File: config.mk
export PLATFORM = sky130hd
export DESIGN_NAME = pio_out_pulse_flat
export DESIGN_NICKNAME = d
export VERILOG_FILES = /design/src/rtl/pio_out_pulse_if.sv /design/src/rtl/pio_out_pulse.sv /design/src/flat_wrapper.sv
export SDC_FILE = /design/constraint.sdc
export NUM_CORES = 1
export LEC_CHECK = 0
export ABC_AREA = 1
export CORE_AREA = 2 2 82 84
export DETAILED_ROUTE_END_ITERATION = 8
export DIE_AREA = 0 0 84 86
export PLACE_DENSITY = 0.77
export REMOVE_ABC_BUFFERS = 1
export SKIP_LAST_GASP = 1
export SLEW_MARGIN = 20
export SYNTH_ARGS = -nofsm -noshare
export SYNTH_HDL_FRONTEND = slang
export SYNTH_SLANG_ARGS = --single-unit
File: constraint.sdc
create_clock -name clk -period 3.5 [get_ports clk]
set_input_delay 0.525 -clock clk [delete_from_list [all_inputs] [get_ports clk]]
set_output_delay 0.525 -clock clk [all_outputs]
set_load 0.005 [all_outputs]
File: src/rtl/pio_out_pulse_if.sv
// Avalon-MM slave bus bundle for pio_out_pulse: 3-bit word address, 32-bit data,
// active-low strobes.
interface pio_out_pulse_if;
    logic [2:0]  address;
    logic        chipselect;
    logic        write_n;
    logic        read_n;
    logic [31:0] writedata;
    logic [31:0] readdata;

    modport master (output address, chipselect, write_n, read_n, writedata, input readdata);
    modport slave  (input address, chipselect, write_n, read_n, writedata, output readdata);
endinterface

File: src/rtl/pio_out_pulse.sv
// Avalon-MM output PIO with set/clear aliases and a hardware one-shot pulse engine.
// Optional interrupt output and IRQMASK register enabled by `define PIO_OUT_PULSE_IRQ_EN.
module pio_out_pulse #(
    parameter int               WIDTH       = 8,
    parameter int               CNT_W       = 16,
    parameter logic [WIDTH-1:0] RESET_VALUE = '0
) (
    input  logic             clk,
    input  logic             reset,
    pio_out_pulse_if.slave   bus,
    output logic [WIDTH-1:0] out_port,
`ifdef PIO_OUT_PULSE_IRQ_EN
    output logic             irq,
`endif
    output logic             busy
);
    typedef enum logic {IDLE, ACTIVE} state_t;

    localparam logic [2:0] A_DATA   = 3'd0;
    localparam logic [2:0] A_SET    = 3'd1;
    localparam logic [2:0] A_CLR    = 3'd2;
    localparam logic [2:0] A_PLEN   = 3'd3;
    localparam logic [2:0] A_PULSE  = 3'd4;
    localparam logic [2:0] A_STATUS = 3'd5;
`ifdef PIO_OUT_PULSE_IRQ_EN
    localparam logic [2:0] A_IRQM   = 3'd6;
`endif

    state_t           state;
    logic [WIDTH-1:0] data;
    logic [WIDTH-1:0] pmask;
    logic [CNT_W-1:0] plen;
    logic [CNT_W-1:0] cnt;
    logic             overrun;
    logic             done;

    logic             wr_en, rd_en;
    logic [WIDTH-1:0] wd_w;
    logic [CNT_W-1:0] wd_c;
    logic             pulse_wr, pulse_go, pulse_ovr, done_set;
    logic             unused_wd;

    assign wr_en     = bus.chipselect & ~bus.write_n;
    assign rd_en     = bus.chipselect & ~bus.read_n;
    assign wd_w      = bus.writedata[WIDTH-1:0];
    assign wd_c      = bus.writedata[CNT_W-1:0];
    assign unused_wd = ^bus.writedata;

    // Zero-mask PULSE writes are no-ops in every state, so they never raise overrun.
    assign pulse_wr  = wr_en && (bus.address == A_PULSE) && (|wd_w);
    assign pulse_go  = pulse_wr && (state == IDLE);
    assign pulse_ovr = pulse_wr && (state == ACTIVE);
    assign done_set  = (state == ACTIVE) && (cnt == CNT_W'(1));

    assign busy      = (state == ACTIVE);
    assign out_port  = busy ? (data ^ pmask) : data;

    always_ff @(posedge clk) begin
        if (reset) begin
            state   <= IDLE;
            data    <= RESET_VALUE;
            pmask   <= '0;
            plen    <= '0;
            cnt     <= '0;
            overrun <= 1'b0;
            done    <= 1'b0;
        end else begin
            if (wr_en) begin
                case (bus.address)
                    A_DATA:  data <= wd_w;
                    A_SET:   data <= data | wd_w;
                    A_CLR:   data <= data & ~wd_w;
                    A_PLEN:  plen <= wd_c;
                    default: ;
                endcase
            end

            case (state)
                IDLE: begin
                    if (pulse_go) begin
                        pmask <= wd_w;
                        cnt   <= (plen == '0) ? CNT_W'(1) : plen;
                        state <= ACTIVE;
                    end
                end
                ACTIVE: begin
                    cnt <= cnt - CNT_W'(1);
                    if (cnt == CNT_W'(1)) state <= IDLE;
                end
                default: state <= IDLE;
            endcase

            // Clear first so a hardware set in the same cycle takes priority.
            if (wr_en && bus.address == A_STATUS) begin
                if (bus.writedata[1]) overrun <= 1'b0;
                if (bus.writedata[2]) done    <= 1'b0;
            end
            if (pulse_ovr) overrun <= 1'b1;
            if (done_set)  done    <= 1'b1;
        end
    end

`ifdef PIO_OUT_PULSE_IRQ_EN
    logic [1:0] irqmask;

    always_ff @(posedge clk) begin
        if (reset) begin
            irqmask <= '0;
            irq     <= 1'b0;
        end else begin
            if (wr_en && bus.address == A_IRQM) irqmask <= bus.writedata[1:0];
            irq <= (done & irqmask[0]) | (overrun & irqmask[1]);
        end
    end
`endif

    always_comb begin
        bus.readdata = '0;
        if (rd_en) begin
            case (bus.address)
                A_DATA, A_SET, A_CLR: bus.readdata[WIDTH-1:0] = data;
                A_PLEN:               bus.readdata[CNT_W-1:0] = plen;
                A_PULSE:              bus.readdata[WIDTH-1:0] = pmask;
                A_STATUS:             bus.readdata[2:0]       = {done, overrun, busy};
`ifdef PIO_OUT_PULSE_IRQ_EN
                A_IRQM:               bus.readdata[1:0]       = irqmask;
`endif
                default:              bus.readdata = '0;
            endcase
        end
    end
endmodule
File: src/flat_wrapper.sv
// flat-port wrapper written by rule: the top's interface ports become plain ports
module pio_out_pulse_flat 
#(
    parameter int               WIDTH       = 8,
    parameter int               CNT_W       = 16,
    parameter logic [WIDTH-1:0] RESET_VALUE = '0
)
  (clk, reset, out_port, busy, bus_address, bus_chipselect, bus_write_n, bus_read_n, bus_writedata, bus_readdata);
  pio_out_pulse_if bus_i ();
  input  logic clk;
  input  logic reset;
  output logic [WIDTH-1:0] out_port;
  output logic busy;
  input wire logic [$bits(bus_i.address)-1:0] bus_address;
  input wire logic [$bits(bus_i.chipselect)-1:0] bus_chipselect;
  input wire logic [$bits(bus_i.write_n)-1:0] bus_write_n;
  input wire logic [$bits(bus_i.read_n)-1:0] bus_read_n;
  input wire logic [$bits(bus_i.writedata)-1:0] bus_writedata;
  output wire logic [$bits(bus_i.readdata)-1:0] bus_readdata;
  assign bus_i.address = bus_address;
  assign bus_i.chipselect = bus_chipselect;
  assign bus_i.write_n = bus_write_n;
  assign bus_i.read_n = bus_read_n;
  assign bus_i.writedata = bus_writedata;
  assign bus_readdata = bus_i.readdata;
  pio_out_pulse #(.WIDTH(WIDTH), .CNT_W(CNT_W), .RESET_VALUE(RESET_VALUE)) u_core (.clk(clk), .reset(reset), .bus(bus_i), .out_port(out_port), .busy(busy));
endmodule
==> results_tabular.tex <==
\begin{tabular}{lr}
\hline
Metric & Value \\
\hline
\multicolumn{2}{l}{\textbf{Die}} \\
CORE AREA & 0.00628 mm2 \\
Total Die Area & 0.00722 mm2 \\
Initial core utilization & 48.7\% \\
Die width & 84 um \\
Rows & 29 \\
Count of pins on the block boundary & 81 \\
Vertical extent of the die & 86 um \\
\multicolumn{2}{l}{\textbf{Synth}} \\
Mapped Area & 0.00306 mm2 \\
Synth warn & 0 \\
Average instance area after synthesis & 6.29 um2 \\
Parity-gate share of the synthesized area counting xor and xnor cells & 2.58\% \\
Synthesized-area fraction occupied by ao, oa, aoi and oai cells & 18.3\% \\
Share of Yosys cell area claimed by the top area cell type & 33.4\% \\
Adder-Cell Fraction of Synth Area & 0.819\% \\
Distinct cells, synth & 33 \\
Proportion of synthesized chip area in sequential cells & 33.4\% \\
Ranking of synthesized cells by area & sky130\_fd\_sc\_hd\_\_dfxtp\_1 33\%, sky130\_fd\_sc\_hd\_\_nand2\_1 13\%, sky130\_fd\_sc\_hd\_\_nor2\_1 9.7\% \\
Synth Register Bits & 51 \\
Yosys top cell by area & sky130\_fd\_sc\_hd\_\_dfxtp\_1 \\
Synthesized netlist cell count & 486 \\
Mux contribution to synthesized area & 0\% \\
Largest family of logic cells by synthesized area & simple AND/OR/NAND/NOR gates \\
Post-Synth Simple-Gate Area & 30.3\% \\
\multicolumn{2}{l}{\textbf{Flow run}} \\
Max-cap check violation count & 0 \\
\multicolumn{2}{l}{\textbf{Global route}} \\
Number of antenna violations at the first check in global routing & 0 \\
Wire length of the first global-routing pass & 13500 um \\
Remaining Overflow, GRT & 0 \\
Number of global-route vias before repair & 2900 \\
Total GRT Usage & 22.5\% \\
Largest net degree at the start of global routing & 30 \\
\multicolumn{2}{l}{\textbf{Pwr}} \\
Power per unit of standard cell area & 318 mW/mm2 \\
Peak supply drop & 0.198 mV \\
Cell leakage power & 1.61 nW \\
\multicolumn{2}{l}{\textbf{Detailed routing}} \\
Post-route DRC violation count & 0 \\
Final ANT Viol Nets & 0 \\
DRT Wirelength & 7930 um \\
Routed wire length on met2 & 3800 um \\
Metal-1 WL & 3460 um \\
Via total after detailed routing & 3154 \\
Iteration-0 DRC count of the detailed router & 203 \\
Vias per Instance & 5.20 \\
DR WL met3 & 577 um \\
Wire length per cell & 13.1 um \\
Pre-antenna DRT Iters & 4 \\
Highest routed metal layer & met4 \\
\multicolumn{2}{l}{\textbf{Setup path}} \\
Required time worst endpoint & 2.97 ns \\
Worst setup startpoint & bus\_address[0] \\
Worst Setup Start Kind & primary input \\
Maximum fanout encountered on the critical timing path & 12 \\
Capturing element type of the critical path & primary output \\
Launch point of the worst reg-to-reg path & u\_core.cnt[0] \\
Data arrival time of the worst path & 2.48 ns \\
Type of the worst setup path & primary input to primary output \\
\multicolumn{2}{l}{\textbf{Clock network}} \\
Number of buffers created by CTS & 5 \\
Number of H-tree levels & 2 \\
CTS tree & done \\
Clock-pin slew on the worst setup and hold paths & 0.10 ns \\
Post-CTS Hold Buffers & 0 \\
Clock Sink Count & 51 \\
Clk\_lat worst skew & 0.31 ns \\
Maximum buffer depth of the clock tree & 2 \\
Post-cts sizing count & 0 \\
Post-CTS Setup Repair Bufs & 0 \\
Clock root buffer & sky130\_fd\_sc\_hd\_\_clkbuf\_8 \\
\multicolumn{2}{l}{\textbf{Min path}} \\
Min-Delay Startpoint & u\_core.pmask[4] \\
Worst min-delay path class & flop to flop \\
\multicolumn{2}{l}{\textbf{Placed design}} \\
Placed cell count & 599 \\
Port Buffers & 48 \\
Placer congestion estimate & 0.909 \\
Detailed placement HPWL & 5850 um \\
\multicolumn{2}{l}{\textbf{Timing}} \\
Relative slew slack & 44.4\% \\
Smallest hold slack & 0.480 ns \\
Minimum clock period & 3.01 ns \\
FMAX & 0.332 GHz \\
Share of the cycle needed by the critical path after routing & 86.0\% \\
Transition time of the tightest slew-check pin & 0.832 ns \\
Endpoints failing hold & 0 \\
Final-report max-slew violation count & 0 \\
Max Clock Skew & 0.0101 ns \\
Total negative slack & 0 ns \\
Setup repair after global routing missed its margin & no \\
\# setup viols final & 0 \\
\multicolumn{2}{l}{\textbf{Layout}} \\
Final instance count without filler cells & 607 \\
Ratio of cells with drive above 1 in the final layout & 4.34\% \\
Signed area change from the synthesized netlist to the final layout & 18.8\% \\
Number of antenna repair diodes & 0 \\
Commonest non-fill, non-tap cell in the layout & sky130\_fd\_sc\_hd\_\_nand2\_1 \\
Commonest cells after routing, fill and taps aside & 107 x sky130\_fd\_sc\_hd\_\_nand2\_1, 79 x sky130\_fd\_sc\_hd\_\_nor2\_1, 64 x sky130\_fd\_sc\_hd\_\_inv\_1, 51 x sky130\_fd\_sc\_hd\_\_dfxtp\_1, 48 x sky130\_fd\_sc\_hd\_\_clkdlybuf4s50\_1 \\
Count of nets after finishing & 571 \\
\multicolumn{2}{l}{\textbf{Run status}} \\
Result of the run & completed \\
\hline
\end{tabular}
-- report_power, final --
| group | switching [mW] | total [mW] | internal, mW |
|---|---|---|---|
| sequential | 0.0130 | 0.607 | 0.594 |
| clock | 0.202 | 0.364 | 0.162 |
| combinational | 0.111 | 0.184 | 0.0730 |
| total | 0.326 | 1.15 | 0.829 |
-- kinds of logic after synthesis --
kind of cell,Yosys count
flip-flops,51
buffers and inverters,97
other,1
AO/OA/AOI/OAI,100
XOR/XNOR,9
AND/OR/NAND/NOR,226
adder cells (fa/ha/maj),2
-- area by class of cell --
type                       instances  area [um2]
clock buffer                       6        82.6
clock inverter                     2        13.8
fill                             617        2650
inverter                          65         244
multi-input combinational        353        1660
sequential                        51        1020
tap                               77        96.3
timing repair buffer              53         518
-- routing by layer --
layer	up-vias	track usage [%]
li1	1601	-
met1	1424	28.8
met2	121	41.0
met3	8	2.60
met4	0	4.99
met5	-	0
-- worst max-delay path, cell delays in order --
cell and delay [ns]:
sky130_fd_sc_hd__clkdlybuf4s50_1 0.60, sky130_fd_sc_hd__nand2_1 0.10, sky130_fd_sc_hd__nor2_2 0.26, sky130_fd_sc_hd__inv_2 0.19, sky130_fd_sc_hd__o221ai_1 0.18, sky130_fd_sc_hd__nand2_1 0.07, sky130_fd_sc_hd__inv_1 0.05, sky130_fd_sc_hd__clkdlybuf4s50_1 0.49
-- through the flow --
stage	worst slack, ns	instance area, um2	utilization [%]	total power, mW
after floorplan	1.44	2920	-	0.725
after global placement	0.529	3530	56.2	0.797
after detailed placement	0.508	3530	56.2	0.801
after CTS	0.514	3630	57.8	1.15
after global routing	0.290	3630	57.8	1.21
final	0.490	3630	57.8	1.15
-- registers in the layout, indices dropped and copies added (netlist names) --
name and flops:
u_core.overrun 1, u_core.data 8, u_core.pmask 8, u_core.busy 1
u_core.plen 16, u_core.done 1, u_core.cnt 16
-- cell usage after synthesis --
master / instances
sky130_fd_sc_hd__o221ai_1: 2
sky130_fd_sc_hd__nand3_1: 22
sky130_fd_sc_hd__a21boi_0: 1
sky130_fd_sc_hd__o211ai_1: 3
sky130_fd_sc_hd__ha_1: 2
sky130_fd_sc_hd__nor4_1: 1
sky130_fd_sc_hd__o21ai_1: 3
sky130_fd_sc_hd__a211oi_1: 9
sky130_fd_sc_hd__a41oi_1: 2
sky130_fd_sc_hd__nand4_1: 2
sky130_fd_sc_hd__a21oi_2: 1
sky130_fd_sc_hd__inv_2: 1
sky130_fd_sc_hd__nor2_4: 2
sky130_fd_sc_hd__nor3_1: 5
sky130_fd_sc_hd__and3_1: 1
sky130_fd_sc_hd__inv_1: 64
sky130_fd_sc_hd__nand2_1: 107
sky130_fd_sc_hd__a21oi_1: 39
sky130_fd_sc_hd__nor2_2: 3
sky130_fd_sc_hd__nor2_1: 79
sky130_fd_sc_hd__buf_2: 5
sky130_fd_sc_hd__buf_4: 17
sky130_fd_sc_hd__o22ai_1: 2
sky130_fd_sc_hd__conb_1: 1
sky130_fd_sc_hd__buf_6: 1
sky130_fd_sc_hd__a31oi_1: 2
sky130_fd_sc_hd__xor2_1: 9
sky130_fd_sc_hd__o21ai_0: 35
sky130_fd_sc_hd__dfxtp_1: 51
sky130_fd_sc_hd__nand3b_1: 2
sky130_fd_sc_hd__clkbuf_1: 9
sky130_fd_sc_hd__nand2_2: 2
sky130_fd_sc_hd__o21bai_1: 1
-- worst paths after layout --
check        cells past startpoint  slack, ns               to
max                              8       0.49  bus_readdata[7]
min                              2       0.48  u_core.pmask[4]
max reg2reg                     11       1.81   u_core.cnt[12]
min reg2reg                      2       0.48  u_core.pmask[4]
Note: power is estimated with default switching activity, not from simulation.
